**config.mk**
```make
export PLATFORM = sky130hd
export DESIGN_NAME = pc_sequencer
export DESIGN_NICKNAME = d
export VERILOG_FILES = /design/src/rtl/pc_sequencer_pkg.sv /design/src/rtl/pc_next_mux.sv /design/src/rtl/pc_sequencer.sv
export SDC_FILE = /design/constraint.sdc
export NUM_CORES = 1
export LEC_CHECK = 0
export ABC_AREA = 0
export BUFFER_PORTS_ARGS = -buffer_cell sky130_fd_sc_hd__buf_2
export CAP_MARGIN = 20
export CORE_UTILIZATION = 51
export DETAILED_ROUTE_END_ITERATION = 16
export GPL_TIMING_DRIVEN = 0
export HOLD_SLACK_MARGIN = 0.15
export PLACE_DENSITY = 0.77
export SLEW_MARGIN = 20
export SYNTH_ARGS = -nofsm -noshare
export SYNTH_HDL_FRONTEND = slang
export SYNTH_SLANG_ARGS = --single-unit
```
**constraint.sdc**
```tcl
create_clock -name clk -period 2.9 [get_ports clk]
set_input_delay 0.435 -clock clk [delete_from_list [all_inputs] [get_ports clk]]
set_output_delay 0.435 -clock clk [all_outputs]
set_load 0.01 [all_outputs]
```
**src/rtl/pc_sequencer_pkg.sv**
```systemverilog
// Shared encodings for the program-counter sequencer: source selects and FSM states.
package pc_sequencer_pkg;

  localparam logic [2:0] SEL_SEQ  = 3'b000;
  localparam logic [2:0] SEL_JUMP = 3'b001;
  localparam logic [2:0] SEL_JR   = 3'b010;
  localparam logic [2:0] SEL_BR   = 3'b011;
  localparam logic [2:0] SEL_HOLD = 3'b100;

  typedef enum logic {
    ST_RUN  = 1'b0,
    ST_PEND = 1'b1
  } state_t;

endpackage

```
**src/rtl/pc_next_mux.sv**
```systemverilog
// Decodes sel/br_cond into a candidate redirect target, a redirect-request flag and a sequential-advance flag.
// Purely combinational; the top module owns all sequencing.
module pc_next_mux
  import pc_sequencer_pkg::*;
#(
  parameter int unsigned WIDTH = 32
) (
  input  logic [2:0]       sel,
  input  logic             br_cond,
  input  logic [WIDTH-1:0] jump_target,
  input  logic [WIDTH-1:0] jr_target,
  input  logic [WIDTH-1:0] br_target,
  output logic [WIDTH-1:0] target,
  output logic             redir_req,
  output logic             advance
);

  always_comb begin
    target    = '0;
    redir_req = 1'b0;
    advance   = 1'b0;
    case (sel)
      SEL_SEQ: advance = 1'b1;
      SEL_JUMP: begin
        target    = jump_target;
        redir_req = 1'b1;
      end
      SEL_JR: begin
        target    = jr_target;
        redir_req = 1'b1;
      end
      SEL_BR: begin
        if (br_cond) begin
          target    = br_target;
          redir_req = 1'b1;
        end else begin
          advance = 1'b1;
        end
      end
      SEL_HOLD: ;
      default: ;
    endcase
  end

endmodule

```
**src/rtl/pc_sequencer.sv**
```systemverilog
// Program-counter unit: next-PC selection with stall, latched pending redirect, exception entry and flush pulse.
// Optional target alignment check enabled by defining PC_SEQUENCER_ALIGN_CHECK_EN.
module pc_sequencer
  import pc_sequencer_pkg::*;
#(
  parameter int unsigned WIDTH        = 32,
  parameter int unsigned INC          = 4,
  parameter logic [31:0] RESET_VECTOR = 32'h0000_0000,
  parameter logic [31:0] EXC_VECTOR   = 32'h0000_0080
) (
  input  logic             clk,
  input  logic             rst_n,
  input  logic             stall,
  input  logic [2:0]       sel,
  input  logic             br_cond,
  input  logic [WIDTH-1:0] jump_target,
  input  logic [WIDTH-1:0] jr_target,
  input  logic [WIDTH-1:0] br_target,
  input  logic             exc_req,
  output logic [WIDTH-1:0] pc,
  output logic [WIDTH-1:0] pc_plus_inc,
  output logic [WIDTH-1:0] epc,
  output logic             redirect,
  output logic             pending,
  output logic             align_err
);

  localparam logic [WIDTH-1:0] INC_W   = WIDTH'(INC);
  localparam logic [WIDTH-1:0] RST_PC  = WIDTH'(RESET_VECTOR);
  localparam logic [WIDTH-1:0] EXC_PC  = WIDTH'(EXC_VECTOR);

  state_t           state;
  logic [WIDTH-1:0] pend_target;
  logic [WIDTH-1:0] target;
  logic [WIDTH-1:0] ld_target;
  logic             redir_req;
  logic             advance;
  logic             ld_bad;

  pc_next_mux #(.WIDTH(WIDTH)) u_mux (
    .sel         (sel),
    .br_cond     (br_cond),
    .jump_target (jump_target),
    .jr_target   (jr_target),
    .br_target   (br_target),
    .target      (target),
    .redir_req   (redir_req),
    .advance     (advance)
  );

  assign pc_plus_inc = pc + INC_W;
  assign pending     = (state == ST_PEND);
  // On release of a pending redirect the latched target wins over whatever sel says.
  assign ld_target   = (state == ST_PEND) ? pend_target : target;

`ifdef PC_SEQUENCER_ALIGN_CHECK_EN
  assign ld_bad = |(ld_target & (INC_W - WIDTH'(1)));
`else
  assign ld_bad = 1'b0;
`endif

  always_ff @(posedge clk or negedge rst_n) begin
    if (!rst_n) begin
      pc          <= RST_PC;
      epc         <= '0;
      redirect    <= 1'b0;
      align_err   <= 1'b0;
      pend_target <= '0;
      state       <= ST_RUN;
    end else begin
      redirect  <= 1'b0;
      align_err <= 1'b0;
      if (exc_req) begin
        pc       <= EXC_PC;
        epc      <= pc;
        redirect <= 1'b1;
        state    <= ST_RUN;
      end else if (stall) begin
        if (redir_req) begin
          pend_target <= target;
          state       <= ST_PEND;
        end
      end else if (state == ST_PEND || redir_req) begin
        redirect <= 1'b1;
        state    <= ST_RUN;
        if (ld_bad) begin
          pc        <= EXC_PC;
          epc       <= ld_target;
          align_err <= 1'b1;
        end else begin
          pc <= ld_target;
        end
      end else if (advance) begin
        pc <= pc_plus_inc;
      end
    end
  end

endmodule
```
---- Word-level counts from Yosys, hierarchy flattened ----
Index checks and enable logic that the tools add are counted.
storage, ports and cells
  register bits ........................... 98
  input bits .............................. 104
  word-level logic and storage cells ...... 38
cells by class
  add/subtract/negate cells ............... 1
  equality and inequality tests ........... 5
  multiplexer cells ....................... 18
  bitwise gates (word level) .............. 1
  reductions and logical operators ........ 8
operators by type and width
  cell                   count
  $mux 32                6
  $pmux 32 s3            1
  $add 32x3->32 const B  1
  $mux 1                 9
  $eq 3x2->1 const B     2
  $reduce_bool 3->1      2
  $pmux 1 s2             2
  $reduce_and 2->1       2
  $eq 3x1->1 const B     1
  $logic_not 3->1        1
  $ne 3x1->1 const B     1
  $reduce_and 3->1       1
  $ne 2x1->1 const B     1
  $reduce_or 2->1        1
  $logic_or 1x1->1       1
  $not 1->1              1

---- Depth between registers and ports, before layout ----
  depth after elaboration ................. 7
  depth in mapped cells ................... 8
  mapped depth without buffers ............ 6

---- Hierarchy ----
Synthesis repeated with hierarchy kept, for this count alone.
second synthesis, totals
  cells, all modules ...................... 552
  area total of the unflattened synthesis .. 5936.9 um^2
by module, submodules not included
  module        times used  cells an instance  area an instance (um^2)  sequential area each (um^2)
  pc_sequencer  1           466                5107.4                   2452.4
  pc_next_mux   1           86                 829.5                    0.0

---- Least setup slack after synthesis ----
OpenSTA, ideal clock, no wires.
  path kind ............................... register -> output
  from .................................... register pc[13]
  to ...................................... output pc_plus_inc[27]
  data arrival time ....................... 1.965 ns
  data required time ...................... 2.465 ns
  setup slack ............................. 0.500 ns
  stages on the path, launching flop included .. 6
  buffers on the path ..................... 1
  cells stage by stage .................... dfrtp_1 buf_2 inv_1 or4_4 or4_4 xnor2_1
between the ends
  word-level cells in the longest chain between the ends .. 1
ends and longest elaborated chain
  item                    line                text
  start, declared         pc_sequencer.sv:20  output logic [WIDTH-1:0] pc,
  start signal, assigned  pc_sequencer.sv:91  pc <= ld_target;
  start signal, assigned  pc_sequencer.sv:94  pc <= pc_plus_inc;
  $add 32x3->32           pc_sequencer.sv:51  assign pc_plus_inc = pc + INC_W;
  end, declared           pc_sequencer.sv:21  output logic [WIDTH-1:0] pc_plus_inc,
Every way passes these cells.

---- Worst setup path after layout ----
  from .................................... register pc[3]
  to ...................................... output pc_plus_inc[29]
The elaborated chain is that of the path after synthesis.

==> key figures <==
Place
  • Setup WS pre-CTS: 0.0839 ns
  • Detailed Place HPWL: 14700 um
  • I/O Buffers: 200
  • Final weighted congestion in routability-driven placement: 0.911

Setup path
  • Largest stage delay on the critical path: 0.55 ns
  • Critical Path Source Type: flip-flop
  • Critical path type: flip-flop to output pin
  • Critical path peak fanout: 6
  • Slowest cell on the critical path: or4_4
  • Worst setup EP type: output pin
  • Worst path cell trace: nand3_2, or4_4, nor4_2, nand3_1, xnor2_1, buf_2
  • Worst EP arrival: 2.40 ns
  • Data required time of the critical path: 2.47 ns

Global route
  • Antenna violations before repair: 0
  • Overall track demand over capacity in global routing: 0.342
  • First-pass GRT wire length: 30600 um
  • Leftover overflow at the end of global routing: 0
  • Via count of the first global-routing pass: 5752
  • Maximum number of pins on one net before global-route repair: 51

Min path
  • HP Class: primary input to flip-flop

STA
  • Largest clock skew in the final design: 0.00718 ns
  • Final setup violation count: 0
  • Number of hold violations in the final report: 0
  • Worst hold slack: 0.365 ns
  • Final worst path period share: 0.978
  • Setup WS post-layout: 0.0635 ns
  • Transition at the pin with the smallest max-transition slack: 0.968 ns
  • Slew Limit Headroom: 0.353
  • Final Max Tran Viols: 0
  • Final Critical Period: 2.84 ns
  • Maximum clock frequency: 0.353 GHz

Yosys
  • Mean instance size in the synthesized netlist: 9.43 sq um
  • Ranking of synthesized cells by area: dfrtp_1 (42%), mux2_2 (8.7%), a21oi_1 (4.1%), nand2_1 (3.4%), a22oi_1 (3.0%)
  • Dominant cell type by area after synthesis: dfrtp_1
  • Most repeated cell in the gate-level netlist after synthesis: dfrtp_1
  • Seq cells post-synth: 98
  • Unique cell type count in the Yosys netlist: 69
  • Area share of the leading cell type in the synthesized netlist: 0.423
  • Total standard cell area after synthesis: 5800 sq um
  • Count of flip-flops with a built-in enable after synthesis: 0
  • Mapped Cells: 615
  • List of most frequent post-synthesis cells: dfrtp_1 (98), nand2_1 (52), a21oi_1 (48)
  • Fraction of synthesis flops using an asynchronous set or reset pin: 1.00
  • Post-synthesis sequential area ratio: 0.423
  • Main flop type after synthesis: dfrtp_1
  • Number of warning messages in the yosys log: 0
  • Net count after synthesis: 720

Routing
  • Number of design-rule violations left by the first detailed-router iteration: 645
  • Routed vias: 6053
  • Remaining antenna violation count: 0
  • Remaining DRCs: 0
  • Avg Vias per Cell: 6.19
  • Total iterations of the first detailed-routing run: 6
  • Total wire length: 19800 um
  • Wirelength per Cell: 20.2 um

Clock network
  • CTS Buf Count: 9
  • Clk buf depth: 2
  • Clock transition time at the flip-flop clock pins of the worst setup and hold paths: 0.07 ns
  • H-tree depth reported by CTS: 3
  • Clock tree from TritonCTS: built
  • Clock sink total: 98
  • Worst-skew pair later-pin latency: 0.35 ns
  • Clock root buffer: clkbuf_16

Final layout
  • Number of diodes: 0
  • Layout overhead on the synthesized area: 28.3%
  • Final layout net count: 938
  • Ratio of cells with drive above 1 in the final layout: 0.358
  • Filler cells: 897

Floorplanning
  • CORE AREA: 10900 sq um
  • Count of boundary I/O pins: 203
  • Width of the die: 109 um
  • Cell Rows: 38
  • Die Ht: 109 um
  • Total die area: 11800 sq um
  • Initial Utilization: 0.530

Job
  • Max Cap Violations: 0

Power
  • Leakage power summed over all cells: 3.58 nW
  • Pwr per Cell Area: 494 nW/um^2
  • Worst voltage drop across the vdd grid: 0.285 mV

Run status
  • Run status: complete, no violations
[through the flow]
| stage | power [mW] | cell area (sq um) | setup TNS (ns) | instances | util |
|---|---|---|---|---|---|
| after floorplan | 2.03 | 5800 | 0 | 615 | - |
| after global placement | 2.33 | 6980 | 0 | 955 | 0.638 |
| after detailed placement | 2.36 | 7010 | 0 | 956 | 0.641 |
| after CTS | 3.65 | 7380 | 0 | 975 | 0.675 |
| final | 3.67 | 7440 | 0 | 978 | 0.680 |
| after global routing | 3.79 | 7440 | -0.0526 | 978 | 0.680 |
[routing by layer]
layer | GRT usage | up-vias | share of wire
met5 | 0 | - | 0
met4 | 0.104 | 0 | 0.022
met3 | 0.0586 | 49 | 0.093
met2 | 0.565 | 406 | 0.48
met1 | 0.460 | 2866 | 0.41
li1 | - | 2732 | -
[state kept, by name (all words and copies together) (netlist names)]
name	cells
epc	32
pc	32
pend_target	32
pending	1
redirect	1
[power breakdown]
part           leakage [nW]  total [mW]  switching [mW]  internal (mW)
combinational          2.14       0.728           0.416          0.312
clock                 0.156        1.32           0.542          0.778
sequential             1.28        1.62           0.114           1.51
total                  3.58        3.67            1.07           2.60
[layout make-up]
class / instances / area, sq um / area share
Clock buffer: 11 / 243 / 0.0326
Inverter: 12 / 45.0 / 0.00605
Clock inverter: 5 / 77.6 / 0.0104
Multi-Input combinational cell: 451 / 3110 / 0.418
Sequential cell: 98 / 2460 / 0.330
Tap cell: 140 / 175 / 0.0235
Timing Repair Buffer: 209 / 1100 / 0.147
Buffer: 52 / 236 / 0.0318
[worst paths after layout]
| check | start | end | slack, ns | depth (start not counted) |
|---|---|---|---|---|
| max in group asynchronous | rst_n | pend_target[14]$_DFFE_PN0P_ | 1.70 | 3 |
| setup reg to reg | pending$_DFFE_PN0P_ | pc[27]$_DFFE_PN0P_ | 0.38 | 6 |
| setup / recovery | pc[3]$_DFFE_PN0P_ | pc_plus_inc[29] | 0.06 | 6 |
| min in group asynchronous | rst_n | epc[21]$_DFFE_PN0P_ | 0.58 | 2 |
| hold reg to reg | epc[15]$_DFFE_PN0P_ | epc[15]$_DFFE_PN0P_ | 0.50 | 1 |
| hold / removal | jump_target[15] | pend_target[15]$_DFFE_PN0P_ | 0.37 | 3 |
[worst max-delay path, delay by kind of cell (launching register included)]
kind	cells	cell delay [ns]
XOR/XNOR	1	0.16
buffers and inverters	1	0.14
flip-flops	1	0.48
AND/OR/NAND/NOR	4	1.27
[cell families (layout without fill, tap and decap cells)]
logic type	after synthesis	after routing	share of synthesized area
buffers and inverters	66	289	0.0468
DFF	98	98	0.423
and+or+nand+nor	197	197	0.184
xor gates and xnor gates	28	28	0.0423
other	1	1	0.000647
muxes	47	47	0.0908
AOI/OAI and AO/OA	177	177	0.211
adders and majority gates	1	1	0.00216
[layout by cell type (no fill, tap or decap), types with 9 or more instances in the layout]
cell type and n:
a21oi_1 48, a22oi_1 23, buf_2 204, buf_4 12, clkbuf_1 36, clkbuf_16 9
dfrtp_1 94, inv_1 12, mux2_2 45, nand2_1 52, nand3_1 21, nor2_1 45
nor2b_1 11, nor4bb_1 9, o21ai_0 29, xnor2_1 19, xor2_1 9
[what timing repair did]
action	4_1_cts	5_1_grt
resized for setup	7	9
endpoints found under the setup margin	9	6
pin swaps	1	4
buffers inserted	2	5
gates cloned	0	0
endpoints found under the hold margin	48	0
hold buffers	1	0
Power figures use the tool's default switching activity.
